$ cat src/rtl/sdram_wbuf.sv
// sdram_wbuf: posted-write FIFO and read sequencer in front of the SDRAM controller.
// Define WBUF_FWD_EN to let reads that hit a queued write return from the FIFO.
module sdram_wbuf #(
  parameter logic [15:0] BASE  = 16'h4C00,
  parameter int          DEPTH = 4
) (
  input  logic        clk,
  input  logic        rst,
  input  logic [15:0] addr,
  input  logic [15:0] wdata,
  input  logic        rd,
  input  logic        wr,
  output logic [15:0] rdata,
  output logic        busy,
  output logic        ready,
  output logic [23:0] sd_addr,
  output logic [15:0] sd_wdata,
  output logic        sd_read,
  output logic        sd_write,
  input  logic [15:0] sd_rdata,
  input  logic        sd_busy,
  input  logic        sd_ready
);

  localparam int AW = $clog2(DEPTH);
  localparam int CW = AW + 1;

  typedef enum logic [2:0] {
    IDLE,
    ISSUE_W,
    WAIT_W,
    RD_ISSUE,
    RD_WAIT,
    RD_DONE
  } state_t;

  state_t state;

  logic [15:0]   fa [DEPTH];
  logic [15:0]   fd [DEPTH];
  logic [AW-1:0] wptr;
  logic [AW-1:0] rptr;
  logic [CW-1:0] count;
  logic          pushed;
  logic          seen_busy;

  logic [15:0] raddr;
  logic        full;
  logic        empty;
  logic        wr_pend;
  logic        push;
  logic        pop;
  logic        rd_go;
  logic        fwd_go;
  logic [15:0] fwd_data;

  assign raddr   = addr - BASE;
  assign full    = count == CW'(DEPTH);
  assign empty   = count == '0;
  // A held wr that was already queued no longer counts as pending.
  assign wr_pend = wr && !pushed;
  assign push    = wr_pend && !full;
  assign pop     = (state == IDLE) && !empty && !sd_busy;
  assign rd_go   = (state == IDLE) && rd && empty && !wr_pend
                   && !sd_busy && !ready;
  assign busy    = !rst && ((rd && !ready) || (wr_pend && full));

`ifdef WBUF_FWD_EN
  logic hit;

  // Scan oldest to youngest so the youngest matching entry wins.
  always_comb begin
    hit      = 1'b0;
    fwd_data = '0;
    for (int i = 0; i < DEPTH; i++) begin
      if (CW'(i) < count && fa[rptr + AW'(i)] == raddr) begin
        hit      = 1'b1;
        fwd_data = fd[rptr + AW'(i)];
      end
    end
  end

  assign fwd_go = rd && hit && !wr_pend && !ready
                  && (state == IDLE || state == ISSUE_W || state == WAIT_W);
`else
  assign fwd_go   = 1'b0;
  assign fwd_data = '0;
`endif

  // FIFO storage; contents need no reset since count guards them.
  always_ff @(posedge clk) begin
    if (push) begin
      fa[wptr] <= raddr;
      fd[wptr] <= wdata;
    end
  end

  // Pointers, occupancy and the push-once flag for a held wr.
  always_ff @(posedge clk or posedge rst) begin
    if (rst) begin
      wptr   <= '0;
      rptr   <= '0;
      count  <= '0;
      pushed <= 1'b0;
    end else begin
      if (push) wptr <= wptr + AW'(1);
      if (pop)  rptr <= rptr + AW'(1);
      case ({push, pop})
        2'b10:   count <= count + CW'(1);
        2'b01:   count <= count - CW'(1);
        default: count <= count;
      endcase
      pushed <= wr && (pushed || push);
    end
  end

  // Drain and read sequencer; all bus-side outputs are registered here.
  always_ff @(posedge clk or posedge rst) begin
    if (rst) begin
      state     <= IDLE;
      seen_busy <= 1'b0;
      sd_write  <= 1'b0;
      sd_read   <= 1'b0;
      ready     <= 1'b0;
      rdata     <= '0;
      sd_addr   <= '0;
      sd_wdata  <= '0;
    end else begin
      sd_write <= 1'b0;
      sd_read  <= 1'b0;
      ready    <= 1'b0;
      if (fwd_go) begin
        ready <= 1'b1;
        rdata <= fwd_data;
      end
      unique case (state)
        IDLE: begin
          if (pop) begin
            sd_write <= 1'b1;
            sd_addr  <= {8'h00, fa[rptr]};
            sd_wdata <= fd[rptr];
            state    <= ISSUE_W;
          end else if (rd_go) begin
            sd_read <= 1'b1;
            sd_addr <= {8'h00, raddr};
            state   <= RD_ISSUE;
          end
        end
        ISSUE_W: begin
          seen_busy <= 1'b0;
          state     <= WAIT_W;
        end
        WAIT_W: begin
          if (sd_busy)        seen_busy <= 1'b1;
          else if (seen_busy) state     <= IDLE;
        end
        RD_ISSUE: state <= RD_WAIT;
        RD_WAIT: begin
          if (sd_ready) begin
            rdata <= sd_rdata;
            ready <= 1'b1;
            state <= RD_DONE;
          end
        end
        RD_DONE: state <= IDLE;
        default: state <= IDLE;
      endcase
    end
  end

endmodule

$ cat config.mk
export PLATFORM = sky130hd
export DESIGN_NAME = sdram_wbuf
export DESIGN_NICKNAME = d
export VERILOG_FILES = /design/src/rtl/sdram_wbuf.sv
export SDC_FILE = /design/constraint.sdc
export NUM_CORES = 1
export LEC_CHECK = 0
export BUFFER_PORTS_ARGS = -buffer_cell sky130_fd_sc_hd__buf_4
export CAP_MARGIN = 20
export CORE_ASPECT_RATIO = 1.75
export CORE_MARGIN = 4
export CORE_UTILIZATION = 51
export DETAILED_ROUTE_END_ITERATION = 7
export PLACE_DENSITY = 0.83
export REMOVE_ABC_BUFFERS = 1
export SLEW_MARGIN = 20
export SYNTH_ARGS = -nofsm -noshare
export SYNTH_HDL_FRONTEND = slang
export SYNTH_SLANG_ARGS = --single-unit
$ cat constraint.sdc
create_clock -name clk -period 2.25 [get_ports clk]
set_input_delay 0.1125 -clock clk [delete_from_list [all_inputs] [get_ports clk]]
set_output_delay 0.1125 -clock clk [all_outputs]
set_load 0.05 [all_outputs]
==> summary by stage <==
Outcome
The flow ran to the end, and the final reports show no timing, DRC or antenna violations.

Power and ir drop
Of the total power, combinational logic draws 0.397. The leakage power summed over all cells is 3.73 nW. The analysis attributes to net switching a power of 0.00504 W.

The share of total power dissipated in the clock network is 0.223. The fraction of power spent switching nets is 0.372. The worst-case IR drop observed on VDD is 0.000738 V.

Dividing total power by cell area gives a power density of 1390 nW/um2. The internal portion of the total power is 0.00851 W. Of the total power, registers draw 0.379.

Route
The post-detailed-route via-to-cell ratio is 5.54. In the detailed route, the total length drawn on met2 is 9270 um. In this run, the number of DRC markers left after iteration 0 of detailed routing was 341. The detailed-route via count is 4235. The post-route DRC violation count is 0. The average routed wire per standard cell is 21.1 um. For this block, the routed nets add up to 16200 um of wire. Before antenna repair, the detailed router went through 5 iterations.

The detailed router used layers up to and including met4. Wire segments on met3 add up to 683 um in the final route. The wire length the detailed router placed on met1 is 5810 um. The remaining antenna violation count after routing is 0.

STA
The number of pins exceeding their max-slew limit in the final report is 0. The least setup slack across all paths after layout is 0.161 ns. The count of endpoints failing setup in the final report is 0. Final hold analysis gives a worst-case slack of 0.0486 ns.

The clock tree skew after final layout is 0.0121 ns. The aggregate negative setup slack is 0 ns. The tightest slew margin relative to the limit is 0.580. The post-layout minimum cycle time is 2.09 ns. The hold violation total from the final report was 0. The transition time at the pin with the least slew margin is 0.614 ns.

Based on the critical path, the design can be clocked at up to 479 MHz. The final critical-path share of the clock period is 0.928. Setup repair after global routing left no endpoint under its margin.

CTS
Clock latency on the worst-skew pair, taken at its later pin, is 0.43 ns. The clock passes through at most 2 buffers. The H-tree was split into 4 levels. The clock edge transition at the registers on the reported setup and hold paths is 0.07 ns.

Counting every sink on the clock net gives 191. The total CTS buffers is 17. The count of buffers added by post-CTS timing repair for setup is 0. TritonCTS built the clock tree. In this run the clock root is driven by a sky130_fd_sc_hd__clkbuf_16. Gates resized during post-CTS repair numbered 0.

Logic synthesis
Of the total synthesized cell area, the portion taken by AND, OR, NAND and NOR gates is 0.0291. The number of enable-type register cells in the synthesized netlist is 128. Sorting the synthesized cells by area gives the leading types as sky130_fd_sc_hd__edfxtp_1 51%, sky130_fd_sc_hd__dfrtp_1 21%, sky130_fd_sc_hd__mux4_2 9.5%.

The per-instance average area after synthesis is 18.8 um2. The synthesized flop and latch total is 191. The top flip-flop cell by instance count after synthesis is sky130_fd_sc_hd__edfxtp_1. The combinational family with the most area after synthesis is multiplexers. Of the total synthesized cell area, the portion taken by XOR and XNOR cells is 0.0104. The multiplexer fraction of the synthesized cell area is 0.172. The synthesized design spends more area on one cell type than any other, namely sky130_fd_sc_hd__edfxtp_1. For this run, the number of Yosys warnings is 0. Of the total synthesized cell area, the portion taken by full adders, half adders and majority gates is 0.0126. The area of the mapped netlist is 7570 um2. The number of standard cells after synthesis is 403.

For this run, the register share of the synthesized area comes to 0.716. The number of library cell types mapped by synthesis is 42. The post-synthesis compound-gate area fraction is 0.0313. The async set-or-reset flop fraction in the synthesized netlist is 0.330. The area fraction of the dominant cell type after synthesis is 0.508.

Critical path
The largest driver fanout on the critical path is 8. Among all stages on the critical path, the largest delay is contributed by sky130_fd_sc_hd__dfrtp_1. The gate family responsible for the most delay along the worst path is simple AND/OR/NAND/NOR gates. The data required time at the worst endpoint is 2.60 ns. For the worst setup path, the data arrival time is 2.44 ns. The critical path goes through nor4_4 -> and2_1 -> ha_1 -> inv_1 -> fa_1 -> xor2_1 -> nor2_1 -> xor2_1. The worst setup path is launched from a flip-flop. The kind of end point of the critical path is a flip-flop. The setup check on the worst reg-to-reg path leaves a slack of 0.16 ns. The number of buffers and inverters on the critical path is 1. The cell seen most often among critical-path stages is sky130_fd_sc_hd__xor2_1. The critical path is of the reg -> reg type. The delay of the slowest critical-path stage is 0.47 ns.

Placement
The count of input and output buffers is 105. The weighted congestion at the end of routability-driven global placement is 0.715. At the placement stage, the worst setup path has a slack of 0.0922 ns.

Once placement finished, the instance area stood at 8680 um2. Detailed placement ended at an HPWL of 9870 um.

Layout
The number of diodes added for antenna fixing is 0. The ratio of cells with drive above 1 in the final layout is 0.413. The cell area after layout is 9720 um2.

Leaving out fill and tap cells, the most frequent cell in the layout is sky130_fd_sc_hd__edfxtp_1. Measured on the finished design, the core utilization comes to 0.673. For this run, the post-layout net count is 632. Compared with the post-synthesis result, the final layout area differs by 28.5%. In the layout the commonest cells are 128 x sky130_fd_sc_hd__edfxtp_1, 120 x sky130_fd_sc_hd__buf_4, 61 x sky130_fd_sc_hd__dfrtp_1.

Floorplan
The die covers 16900 um2. In this run the standard cell core region covers 14400 um2. The standard-cell row count is 58. The chip height is 169 um. In this run the count of I/O pins placed on the die edge is 114. The floorplan step set the die width to 100 um. The initial utilization of the core area, before any placement, comes to 0.524.

Global routing
Entering global routing, the biggest net connects 61 pins. The first global-routing pass estimated 25000 um of wire. The remaining global-route overflow is 0. The number of antenna violations at the first check in global routing came to 0.

The via count of the first global-routing pass is 4596. The global router's overall resource usage is 0.200.

Job
The max capacitance violation total is 0.

Hold path
The path category of the worst min-delay check is in -> reg.
[sequential cells by signal (all words and copies together) (netlist names)]
register and count:
rptr 2, seen_busy 1, ready 1, wptr 2, fa 64, count 3, sd_write 1, fd 64
sd_read 1, pushed 1, state 3, rdata 16, sd_addr 16, sd_wdata 16
[cells in the mapped netlist (5+ instances only)]
| master | n |
|---|---|
| sky130_fd_sc_hd__inv_1 | 10 |
| sky130_fd_sc_hd__dfrtp_1 | 63 |
| sky130_fd_sc_hd__edfxtp_1 | 128 |
| sky130_fd_sc_hd__mux2_2 | 37 |
| sky130_fd_sc_hd__xnor2_1 | 5 |
| sky130_fd_sc_hd__mux4_2 | 32 |
| sky130_fd_sc_hd__buf_2 | 8 |
| sky130_fd_sc_hd__a31oi_1 | 12 |
| sky130_fd_sc_hd__a21oi_1 | 17 |
| sky130_fd_sc_hd__and2_1 | 5 |
| sky130_fd_sc_hd__clkbuf_1 | 7 |
| sky130_fd_sc_hd__mux2i_1 | 12 |
| sky130_fd_sc_hd__ha_1 | 6 |
| sky130_fd_sc_hd__buf_4 | 11 |
[worst paths after layout]
path / startpoint / end / depth (start not counted)
min in group asynchronous: rst / rdata[2] / 3
worst min register to register: rdata[10] / rdata[10] / 1
worst max register to register: state[2] / count[2] / 8
worst min-delay path: sd_busy / seen_busy / 3
worst max-delay path: state[2] / count[2] / 8
max in group asynchronous: rst / rptr[1] / 4
[per-layer routing]
layer  GRT usage  vias up
met5           0        -
met4      0.0897        0
met3      0.0388       32
met2       0.370      139
met1       0.219     2182
li1            -     1882
[final cells by class]
cell class                 instances  area (um2)
clock inverter                    13         150
multi-input combinational        181        1970
sequential                       191        5420
inverter                          10        37.5
fill                             911        4720
tap                              180         225
timing repair buffer             170        1460
clock buffer                      19         453
[through the flow]
stage          instances  total power [W]
6_report             764           0.0135
5_1_grt              764           0.0141
4_1_cts              764           0.0137
3_5_place_dp         688           0.0105
3_3_place_gp         688           0.0103
2_1_floorplan        382          0.00875
[what timing repair did]
item | CTS | global route
setup endpoints to repair | 0 | 1
hold endpoints to repair | 184 | 0
hold buffers | 44 | 0
[tightest hold or removal path, delay by kind of cell]
| family | cells | cell delay [ns] |
|---|---|---|
| buffers and inverters | 1 | 0.12 |
| AOI/OAI and AO/OA | 2 | 0.21 |
[cells by family after synthesis]
family | count (synthesis)
mux | 84
simple gates | 33
buf+inv | 38
compound gates | 40
other cells | 1
fa+ha+maj | 7
flops | 191
xor+xnor | 9
[power groups by stage]
stage | Sequential, W | Combinational [W] | Clock, W
6_report | 0.00514 | 0.00538 | 0.00303
5_1_grt | 0.00522 | 0.00568 | 0.00325
4_1_cts | 0.00514 | 0.00544 | 0.00308
3_5_place_dp | 0.00519 | 0.00532 | 0
3_3_place_gp | 0.00512 | 0.00515 | 0
2_1_floorplan | 0.00679 | 0.00196 | 0
Power figures use the tool's default switching activity.
